==> src/rtl/matmul_job_scheduler.sv <==
// rtl/matmul_job_scheduler.sv - sequences one shared dot-product unit over an l x m by m x n product
// Issues one job per result element in row-major order and packs the returned floats into result.
module matmul_job_scheduler #(
   parameter int MAX_L = 4,
   parameter int MAX_M = 4,
   parameter int MAX_N = 4
) (
   input  logic                      clk,
   input  logic                      reset,
   input  logic                      start,
   input  logic [31:0]               l,
   input  logic [31:0]               m,
   input  logic [31:0]               n,
   output logic                      dp_start,
   output logic [31:0]               dp_row,
   output logic [31:0]               dp_col,
   output logic [31:0]               dp_len,
   input  logic                      dp_done,
   input  logic [31:0]               dp_result,
   output logic [32*MAX_L*MAX_N-1:0] result,
   output logic                      busy,
   output logic                      done,
   output logic                      err
);
   localparam int SLOTS = MAX_L * MAX_N;

   typedef enum logic [1:0] {IDLE, ISSUE, WAIT, DONE} state_t;

   state_t      state;
   logic [31:0] i_idx;
   logic [31:0] j_idx;
   logic [31:0] l_lat;
   logic [31:0] n_lat;
   logic [31:0] slot;
   logic        dims_ok;
   logic        last_col;
   logic        last_elem;

   always_comb begin
      dims_ok   = (l != 32'd0) && (l <= 32'(MAX_L)) &&
                  (m != 32'd0) && (m <= 32'(MAX_M)) &&
                  (n != 32'd0) && (n <= 32'(MAX_N));
      last_col  = (j_idx == n_lat - 32'd1);
      last_elem = last_col && (i_idx == l_lat - 32'd1);
      slot      = i_idx * n_lat + j_idx;
   end

   always_ff @(posedge clk) begin
      if (reset) begin
         state    <= IDLE;
         i_idx    <= '0;
         j_idx    <= '0;
         l_lat    <= '0;
         n_lat    <= '0;
         dp_start <= 1'b0;
         dp_row   <= '0;
         dp_col   <= '0;
         dp_len   <= '0;
         result   <= '0;
         busy     <= 1'b0;
         done     <= 1'b0;
         err      <= 1'b0;
      end else begin
         dp_start <= 1'b0;
         done     <= 1'b0;
         err      <= 1'b0;
         case (state)
            IDLE: begin
               if (start) begin
                  if (dims_ok) begin
                     l_lat    <= l;
                     n_lat    <= n;
                     dp_len   <= m;
                     i_idx    <= '0;
                     j_idx    <= '0;
                     dp_row   <= '0;
                     dp_col   <= '0;
                     result   <= '0;
                     dp_start <= 1'b1;
                     busy     <= 1'b1;
                     state    <= ISSUE;
                  end else begin
                     err <= 1'b1;
                  end
               end
            end
            // The unit needs at least one cycle, so a dp_done seen here is stale.
            ISSUE: state <= WAIT;
            WAIT: begin
               if (dp_done) begin
                  for (int s = 0; s < SLOTS; s++) begin
                     if (slot == 32'(s)) result[32*s +: 32] <= dp_result;
                  end
                  if (last_col) begin
                     j_idx <= '0;
                     i_idx <= i_idx + 32'd1;
                  end else begin
                     j_idx <= j_idx + 32'd1;
                  end
                  if (last_elem) begin
                     done  <= 1'b1;
                     state <= DONE;
                  end else begin
                     dp_start <= 1'b1;
                     dp_row   <= last_col ? i_idx + 32'd1 : i_idx;
                     dp_col   <= last_col ? 32'd0 : j_idx + 32'd1;
                     state    <= ISSUE;
                  end
               end
            end
            DONE: begin
               busy  <= 1'b0;
               state <= IDLE;
            end
            default: state <= IDLE;
         endcase
      end
   end
endmodule

==> config.mk <==
export PLATFORM = sky130hd
export DESIGN_NAME = matmul_job_scheduler
export DESIGN_NICKNAME = d
export VERILOG_FILES = /design/src/rtl/matmul_job_scheduler.sv
export SDC_FILE = /design/constraint.sdc
export NUM_CORES = 2
export LEC_CHECK = 0
export CAP_MARGIN = 20
export CORE_MARGIN = 2
export CORE_UTILIZATION = 32
export DETAILED_ROUTE_END_ITERATION = 6
export HOLD_SLACK_MARGIN = 0.12
export PLACE_DENSITY = 0.54
export SLEW_MARGIN = 0
export SYNTH_ARGS = -nofsm -noshare
export SYNTH_HDL_FRONTEND = slang
export SYNTH_SLANG_ARGS = --single-unit
==> constraint.sdc <==
create_clock -name clk -period 18.39 [get_ports clk]
set_input_delay 2.7585 -clock clk [delete_from_list [all_inputs] [get_ports clk]]
set_output_delay 2.7585 -clock clk [all_outputs]
set_load 0.01 [all_outputs]
==> summary.txt <==
Finish
  • Share of cells above drive strength 1: 5.02%
  • Commonest non-fill, non-tap cells in the layout: inv_1, clkdlybuf4s50_1, dfxtp_1
  • Reg area: 14900 um2
  • Fin util: 40.6%
  • Area growth syn-to-layout: 26.3%
  • Fin nets: 6347
  • Commonest non-fill, non-tap cell in the layout: inv_1
  • Area of the multi-input gates: 26000 um2
  • Final instance area: approximately 57000 um2
  • Fillers: between 10000 and 15000

Yosys
  • Synth warn: 0
  • EDFF count, synth: 0
  • Mapped cell area: 45400 um2
  • Syn nets: about 5800
  • Sequential-to-total area share from yosys stat: 32.7%
  • Syn avg cell area: 8.88 um2
  • Synth cell types: 90
  • #FFs+latches synth: 742
  • Primary FF master, synth: dfxtp_1
  • Async S/R FF share, synth: 0%
  • Synthesized netlist cell count: 5119

Job
  • # Max-Cap Violations: 0

Place
  • GPL Wtd Cong: 0.933
  • HPWL Detailed: 148000 um
  • Post-place instance area: 54500 um2
  • Number of I/O port buffers: 743

Clock tree
  • Worst-Skew Late Latency: 710 ps
  • Post-CTS setup repair buffer count: 0
  • CTS root buf: clkbuf_16
  • CTS buffer count: 83
  • Buffer levels on the longest clock path: 3
  • CTS tree: done
  • Post_cts resized: 0
  • Hold-fix buffers, CTS: 0
  • Clock transition at the registers of the reported paths: 60 ps
  • Num Clock Sinks: 742
  • H-tree depth: 3

Global route
  • Global-route wire length before repair: 287000 um
  • Pin count of the biggest net entering global routing: 89
  • Vias in the first global route: slightly below 40000
  • Total congestion overflow: 0
  • Total Routing Usage GR: between 20% and 30%
  • Initial antenna violation count: 5

Timing
  • Final setup fails: 0
  • Hold slack: roughly 450 ps
  • Setup TNS: 0 ps
  • Relative slew slack: between 10% and 20%
  • Max-slew violation count: 0
  • Crit path time final: 10440 ps
  • Layout Skew: 63.1 ps
  • Fin crit share: between 50% and 60%
  • RSZ-0062 raised after global routing: false
  • Max Freq: about 96 MHz
  • Final Hold Viols: 0
  • Worst-margin pin slew: roughly 1200 ps

Pwr
  • Clk network pwr share: 51.2%
  • Power Density: between 60 and 70 nW/um2
  • Sequential share of power: 46.0%
  • Lkg Pwr: around 19 nW
  • Internal: approximately 0.0027 W
  • Comb power frac: 2.7%
  • Tot Pwr: about 0.0035 W
  • Sw Ratio: 23.1%
  • NetSw: 0.000808 W
  • Worst vdd ir: 0.0666 mV

Outcome
  • Status: finished clean

Worst setup path
  • Crit path depth: 24
  • Max FO, Critical Path: 81
  • Reg-to-reg slack, setup: 7950 ps
  • Worst Path Arrival: between 10000 and 15000 ps
  • Critical path's most frequent cell: fa_1
  • Worst path top cell family by delay: adder cells
  • Critical path launch point type: flop
  • Cell chain of the critical path: buf_4 -> and2_1 -> fa_1 -> inv_1 -> fa_1 -> fa_1 -> fa_1 -> fa_1 -> fa_1 -> fa_1 -> fa_1 -> inv_1 -> ha_1 -> nand2_1 -> nor2_1 -> a211o_1 -> a221oi_1 -> o221a_2 -> mux2i_1 -> nor2b_1 -> nand3_1 -> or3b_4 -> buf_4 -> o22ai_1
  • Worst EP required: 18870 ps
  • Crit path buffers/inverters: 4
  • Kind of critical path: reg -> reg
  • Critical path's slowest cell: dfxtp_1
  • CP Capture Type: flop
  • FF-to-FF path depth: 24
  • Slowest stage delay, CP: between 900 and 1000 ps

Detailed routing
  • Drt drc: 0
  • DR vias/cell: 5.25
  • DRT Wirelength: between 150000 and 200000 um
  • Drt pass-1 iters: 6
  • Final ANT Viol Nets: 0
  • Via count: 39900
  • Drt wl/cell: 26.0 um
  • Drt initial violations: 3456

Floorplan
  • I/O Pins: ~740
  • Die height: 381 um
  • Full die area: 145000 um2
  • Initial Util: 32.2%
  • Row count: 138
  • Die Wd: 381 um
  • Core Footprint: about 140000 um2

Worst hold path
  • Tightest Hold Check Type: reg -> reg
  • Hold path depth: 2
-- worst reg2reg max path, delay by kind of cell (launching register included) --
| family | cells | cell delay, ps |
|---|---|---|
| adder cells (fa/ha/maj) | 9 | 4550 |
| AND/OR/NAND/NOR | 6 | 1320 |
| flip-flops | 1 | 970 |
| multiplexers | 1 | 640 |
| AO/OA/AOI/OAI | 4 | 1330 |
| buffers and inverters | 4 | 1480 |
-- stage by stage --
stage          setup WS [ps]  std cells
6_report                7950       7604
2_1_floorplan          10160       5119
4_1_cts                 8050       7599
5_1_grt                 7540       7603
3_3_place_gp            8190       7449
3_5_place_dp            8070       7450
-- layout make-up --
type / instances / share of cell area, %
diodes: 1 / 0.00436
inverters: 852 / 5.57
clock inverters: 36 / 0.894
clock buffers: 113 / 4.10
well taps: 1890 / 4.12
repair buffers: 826 / 14.1
multi-input cells: 3144 / 45.3
flip-flops and latches: 742 / 25.9
-- synth_stat cells, types with 11 or more instances --
master / number / share of area [%]
fa_1: 438 / 19
xor2_1: 57 / 1.1
o2bb2ai_1: 17 / 0.33
and4_1: 19 / 0.37
nand3_1: 189 / 2.1
xnor2_1: 143 / 2.8
nand4_1: 49 / 0.67
nand2_1: 488 / 4.0
and2_1: 278 / 3.8
nand3b_1: 18 / 0.30
inv_1: 852 / 7.0
nor2_1: 101 / 0.83
o211ai_1: 11 / 0.18
buf_2: 80 / 0.88
clkbuf_1: 273 / 2.3
and3_1: 45 / 0.62
mux2i_1: 25 / 0.55
a31oi_1: 15 / 0.21
a21oi_1: 129 / 1.4
nor4_1: 59 / 0.81
or3_1: 43 / 0.59
o22ai_1: 517 / 7.1
buf_1: 17 / 0.14
ha_1: 128 / 3.5
o41ai_1: 12 / 0.23
dfxtp_1: 742 / 33
a21o_1: 13 / 0.21
o21ai_0: 87 / 0.96
nor2b_1: 16 / 0.22
a211oi_1: 11 / 0.18
nor3_1: 42 / 0.46
nand2b_1: 16 / 0.22
-- final timing paths --
check | startpoint | to
max | n_lat[3] | result[305]
min reg2reg | result[102] | result[102]
min | result[102] | result[102]
max reg2reg | n_lat[3] | result[305]
-- flip-flops by register name (all words and copies together) (netlist names) --
name / count
busy: 1
dp_len: 32
dp_start: 1
done: 1
i_idx: 32
err: 1
result: 512
n_lat: 32
l_lat: 32
state: 2
dp_row: 32
j_idx: 32
dp_col: 32
-- logic make-up after synthesis --
kind of cell	Yosys count	share of synthesized area, %
compound gates	920	13.0
xor+xnor	201	3.90
fa+ha+maj	566	22.8
flops	742	32.7
buf+inv	1233	10.6
simple gates	1432	16.5
mux	25	0.551
-- layer usage --
| metal | vias to the layer above | track usage [%] | part of all wire, % |
|---|---|---|---|
| li1 | 17900 | - | - |
| met2 | 1710 | 41.6 | 44 |
| met3 | 327 | 6.09 | 8.6 |
| met1 | 19900 | 35.5 | 42 |
| met4 | 2 | 11.5 | 4.9 |
| met5 | - | 0 | 0.0066 |
-- power by group through the flow --
stage	combinational (W)	sequential (W)	clock [W]
2_1_floorplan	0.0000288	0.00164	0
5_1_grt	0.0000974	0.00161	0.00187
4_1_cts	0.0000939	0.00161	0.00181
6_report	0.0000960	0.00161	0.00179
3_5_place_dp	0.0000935	0.00164	0
3_3_place_gp	0.0000932	0.00164	0
Power figures use the tool's default switching activity.
